File: src/rtl/cr_prefix_fe_ctlr_pkg.sv
// Shared types and constants for the prefix feature-extraction controller.
package cr_prefix_fe_ctlr_pkg;

  typedef enum logic [1:0] {
    ACTIVE = 2'd0,
    DRAIN  = 2'd1,
    DONE   = 2'd2
  } fe_ctlr_st_e;

  localparam int FE_BEATS_PER_1K = 128;
  localparam int FE_MAX_BEATS    = 512;

  // Byte counts above 8 are clamped so a bad count can never widen the mask.
  function automatic logic [7:0] fe_bytes_to_mask(input logic [3:0] in_bytes);
    logic [3:0] w_n;
    logic [8:0] w_m;
    w_n = (in_bytes > 4'd8) ? 4'd8 : in_bytes;
    w_m = (9'd1 << w_n) - 9'd1;
    return w_m[7:0];
  endfunction

endpackage

File: src/rtl/cr_prefix_fe_ctlr.sv
// Transmit side of the fe_char interface: registers accepted beats toward the
// prefix counter group, then waits for the counter pipeline and a consumer ack.
//
//   state  | meaning
//   ACTIVE | accepting beats, in_rdy=1
//   DRAIN  | eob seen, waiting DRAIN_CYCLES for the counter pipeline
//   DONE   | fe_ctr_vld=1, waiting for fe_ctr_ack
module cr_prefix_fe_ctlr
  import cr_prefix_fe_ctlr_pkg::*;
#(
  parameter int DRAIN_CYCLES = 2
) (
  input  logic        clk,
  input  logic        rst_n,
  input  logic        in_vld,
  output logic        in_rdy,
  input  logic [63:0] in_data,
  input  logic        in_eob,
  input  logic [3:0]  in_bytes,
  output logic [63:0] fe_char_in,
  output logic [7:0]  fe_char_vbytes,
  output logic [1:0]  fe_sel_1k,
  output logic        fe_ctlr_eodb,
  output logic        fe_ctr_vld,
  input  logic        fe_ctr_ack,
  output logic        fe_ovfl
);

  localparam logic [3:0] DRAIN_LOAD = 4'(DRAIN_CYCLES - 1);

  fe_ctlr_st_e r_state;
  logic [9:0]  r_beat_cnt;
  logic [3:0]  r_drain_cnt;
  logic        r_in_rdy;
  logic [63:0] r_char;
  logic [7:0]  r_vbytes;
  logic [1:0]  r_sel;
  logic        r_eodb;
  logic        r_ctr_vld;
  logic        r_ovfl;

  logic        w_accept;
  logic        w_over;
  logic [7:0]  w_mask;
  logic [1:0]  w_sel;
  logic [63:0] w_data;

  assign w_accept = in_vld & r_in_rdy;
  assign w_over   = (r_beat_cnt >= 10'(FE_MAX_BEATS));
  assign w_mask   = w_over ? 8'h00 : (in_eob ? fe_bytes_to_mask(in_bytes) : 8'hFF);
  assign w_sel    = w_over ? 2'd3 : 2'(r_beat_cnt / 10'(FE_BEATS_PER_1K));

  always_comb begin
    w_data = '0;
    for (int k = 0; k < 8; k++) begin
      if (w_mask[k]) w_data[8*k +: 8] = in_data[8*k +: 8];
    end
  end

  always_ff @(posedge clk) begin
    if (!rst_n) begin
      r_state     <= ACTIVE;
      r_beat_cnt  <= '0;
      r_drain_cnt <= '0;
      r_in_rdy    <= 1'b1;
      r_char      <= '0;
      r_vbytes    <= '0;
      r_sel       <= '0;
      r_eodb      <= 1'b0;
      r_ctr_vld   <= 1'b0;
      r_ovfl      <= 1'b0;
    end else begin
      r_char   <= '0;
      r_vbytes <= '0;
      r_eodb   <= 1'b0;
      if (w_accept) begin
        r_char   <= w_data;
        r_vbytes <= w_mask;
        r_eodb   <= in_eob;
        r_sel    <= w_sel;
        // beat_cnt==0 marks the first beat of a block, which drops the old sticky flag
        r_ovfl   <= w_over | (r_ovfl & (r_beat_cnt != 10'd0));
        if (in_eob)
          r_beat_cnt <= '0;
        else if (r_beat_cnt != 10'h3FF)
          r_beat_cnt <= r_beat_cnt + 10'd1;
      end

      case (r_state)
        ACTIVE: begin
          if (w_accept && in_eob) begin
            r_state     <= DRAIN;
            r_in_rdy    <= 1'b0;
            r_drain_cnt <= DRAIN_LOAD;
          end
        end
        DRAIN: begin
          if (r_drain_cnt == 4'd0) begin
            r_state   <= DONE;
            r_ctr_vld <= 1'b1;
          end else begin
            r_drain_cnt <= r_drain_cnt - 4'd1;
          end
        end
        DONE: begin
          if (fe_ctr_ack) begin
            r_state   <= ACTIVE;
            r_in_rdy  <= 1'b1;
            r_ctr_vld <= 1'b0;
          end
        end
        default: begin
          r_state  <= ACTIVE;
          r_in_rdy <= 1'b1;
        end
      endcase
    end
  end

  assign in_rdy         = r_in_rdy;
  assign fe_char_in     = r_char;
  assign fe_char_vbytes = r_vbytes;
  assign fe_sel_1k      = r_sel;
  assign fe_ctlr_eodb   = r_eodb;
  assign fe_ctr_vld     = r_ctr_vld;
  assign fe_ovfl        = r_ovfl;

endmodule
File: config.mk
export PLATFORM = sky130hd
export DESIGN_NAME = cr_prefix_fe_ctlr
export DESIGN_NICKNAME = d
export VERILOG_FILES = /design/src/rtl/cr_prefix_fe_ctlr_pkg.sv /design/src/rtl/cr_prefix_fe_ctlr.sv
export SDC_FILE = /design/constraint.sdc
export NUM_CORES = 1
export LEC_CHECK = 0
export CAP_MARGIN = 10
export CORE_MARGIN = 8
export CORE_UTILIZATION = 39
export CTS_CLUSTER_DIAMETER = 40
export DETAILED_ROUTE_END_ITERATION = 12
export MAX_ROUTING_LAYER = met4
export PLACE_DENSITY = 0.78
export SYNTH_ARGS = -nofsm -noshare
export SYNTH_HDL_FRONTEND = slang
export SYNTH_SLANG_ARGS = --single-unit
File: constraint.sdc
create_clock -name clk -period 4.65 [get_ports clk]
set_input_delay 0.93 -clock clk [delete_from_list [all_inputs] [get_ports clk]]
set_output_delay 0.93 -clock clk [all_outputs]
set_load 0.1 [all_outputs]
==> results.json <==
{
  "p_sw_uw": 605,
  "holdWs_ns": 0.530,
  "synth.cells.most_frequent": "94 x dfxtp_1, 59 x and2_1, 17 x nand2_1",
  "p_comb_share_pct": 24.4,
  "leakage_uw": 0.00189,
  "place_ws_ns": 1.33,
  "slew_headroom_pct": 30.8,
  "fmax_ghz": 0.341,
  "htree_levels": 3,
  "place_hpwl_mm": 6.59,
  "avgViaCountPerCell": 4.54,
  "fin_util_pct": 63.3,
  "tns_ns": 0,
  "grt_usage_pct": 15.2,
  "grt_pass1_wl_mm": 13.0,
  "synth_cell_type_count": 42,
  "crit_type": "primary input to register",
  "timing.final.crit_share_pct": 63.2,
  "ir_worst_vdd_uv": 209,
  "antenna_cells": 0,
  "status": "completed",
  "insertion_delay_ns": 0.36,
  "post-synth-top-area-cell": "dfxtp_1",
  "min_period_ns": 2.94,
  "num_rows": 32,
  "drive_gt1_share_pct": 5.80,
  "cts_max_path_buffers": 2,
  "area_growth_pct": 58.4,
  "gp_congestion": 0.773,
  "power_density_mw_per_mm2": 369,
  "synth_area_sq_mm": 0.00307,
  "antenna_found_initial": 0,
  "setup_viol": 0,
  "ant_nets": 0,
  "post_cts_resized": 0,
  "stdcell_area_sq_mm": 0.00486,
  "dr.first_iter.drc_count": 93,
  "place.port_buffers": 150,
  "dieArea_sq_mm": 0.0110,
  "start_util_pct": 39.9,
  "synth_top_flop_cell": "dfxtp_1",
  "synth_area_leaders": "dfxtp_1 61%, and2_1 12%, nor2b_1 2.4%",
  "rsz0062_at_grt": "false",
  "netSwitchingFraction_pct": 33.7,
  "p_clk_share_pct": 28.1,
  "yosysMostFrequentCell": "dfxtp_1",
  "dr.pass1.iters": 5,
  "setup_ws_ns": 1.71,
  "yosys_warnings": 0,
  "crit_path_end_kind": "register",
  "synthArstFlopShare_pct": 0,
  "grt_overflow": 0,
  "ctsHoldBuffers": 0,
  "skew_ns": 0.0139,
  "fillerInstances": 620,
  "cts_buffers": 9,
  "cp-start-kind": "primary input",
  "syn_inst": 286,
  "clkTransAtPathRegs_ns": 0.09,
  "post-cts-setup-buffer-count": 0,
  "internal_power_uw": 1190,
  "drc": 0,
  "crit_fanout": 9,
  "syn_area_per_cell_sq_um": 10.7,
  "syn_nets": 363,
  "layout.nets": 520,
  "root_buffer": "clkbuf_8",
  "cts_tree": "done",
  "drt-wirelength-per-cell_um": 14.9,
  "clock-sinks": 94,
  "hold_path.class": "register to register",
  "seq_power_share_pct": 47.5,
  "pin_count": 151,
  "grt_pass1_vias": 2497,
  "hold_viol_final": 0,
  "synth_top_area_share_pct": 61.3,
  "vias": 2497,
  "place_area_sq_mm": 0.00467,
  "die_w_um": 105,
  "routed_wl_mm": 8.20,
  "tightest_slew_ns": 1.03,
  "required_ns": 4.95,
  "grt_max_degree": 19,
  "core_area_sq_mm": 0.00769,
  "ys_ff_latch": 94,
  "report.final.slew_viol_count": 0,
  "dieHeight_um": 105,
  "max-cap-violations": 0,
  "cp.arrival_ns": 3.23,
  "synth-edff-count": 0,
  "yosysSeqAreaShare_pct": 61.3
}
==> path summary, 6_finish.rpt <==
| kind | start | end | slack [ns] | cells after the start |
|---|---|---|---|---|
| max | in_bytes[2] | fe_char_in[54] | 1.71 | 8 |
| min | r_beat_cnt[1] | r_beat_cnt[1] | 0.53 | 2 |
| max reg2reg | r_beat_cnt[0] | r_beat_cnt[8] | 2.69 | 5 |
| min reg2reg | r_beat_cnt[1] | r_beat_cnt[1] | 0.53 | 2 |
==> critical path: stages <==
cell,delay (ns)
clkdlybuf4s50_1,0.49
nor3_1,0.35
nand2_1,0.10
ha_1,0.25
or3_1,0.32
a21o_1,0.16
a31oi_1,0.44
and2_1,0.20
==> area by class of cell <==
class                           instances  area [sq um]  area share (%)
Clock buffer                           10           138            2.83
Clock inverter                          6          52.6            1.08
Inverter                                8          30.0           0.617
Multi-Input combinational cell        180          1130            23.3
Sequential cell                        94          1880            38.7
Tap cell                              102           128            2.62
Timing Repair Buffer                  150          1500            30.9
==> sequential cells by signal, summed over array words and instances (netlist names) <==
register,cells
r_beat_cnt,10
in_rdy,1
r_state,2
r_drain_cnt,4
fe_char_vbytes,8
fe_char_in,64
fe_ctr_vld,1
fe_ovfl,1
fe_sel_1k,2
fe_ctlr_eodb,1
==> power by group through the flow <==
stage / Combinational (uW) / Clock, uW / Sequential (uW)
after global placement: 437 / 0 / 871
final: 438 / 504 / 853
after detailed placement: 441 / 0 / 872
after floorplan: 59.7 / 0 / 1110
after global routing: 457 / 556 / 858
after CTS: 442 / 520 / 854
==> layout by cell type, fill, tap and decap left out, drive strengths merged, types with 3 or more instances in the layout <==
master | Yosys | final
a21oi | 13 | 13
and2 | 60 | 60
clkbuf | 1 | 10
clkdlybuf4s50 | 0 | 150
dfxtp | 94 | 94
ha | 4 | 4
inv | 8 | 10
nand2 | 17 | 17
nand2b | 3 | 3
nand3 | 9 | 9
nor2 | 12 | 12
nor2b | 12 | 12
nor3 | 3 | 3
o21ai | 10 | 10
o31ai | 4 | 4
or3 | 4 | 4
or4 | 4 | 4
==> layer usage <==
metal / global-route usage (%) / wire, um / vias up / share of wire [%]
li1: - / - / 1269 / -
met1: 15.8 / 3290 / 1132 / 40
met2: 26.5 / 4290 / 87 / 52
met3: 4.30 / 494 / 9 / 6.0
met4: 6.42 / 129 / 0 / 1.6
met5: - / 0 / - / 0
==> cell families after synthesis <==
kind of cell	count (synthesis)	share of synthesized area, %
AND/OR/NAND/NOR	135	26.2
flip-flops	94	61.3
AO/OA/AOI/OAI	38	8.27
buffers and inverters	12	1.79
adder cells (fa/ha/maj)	4	1.63
XOR/XNOR	3	0.856
==> stage by stage <==
step / instances / power [uW]
global placement: 534 / 1310
global route: 550 / 1870
floorplan: 286 / 1170
finish: 550 / 1800
CTS: 550 / 1820
detailed placement: 534 / 1310
(Power assumes the default switching activity.)
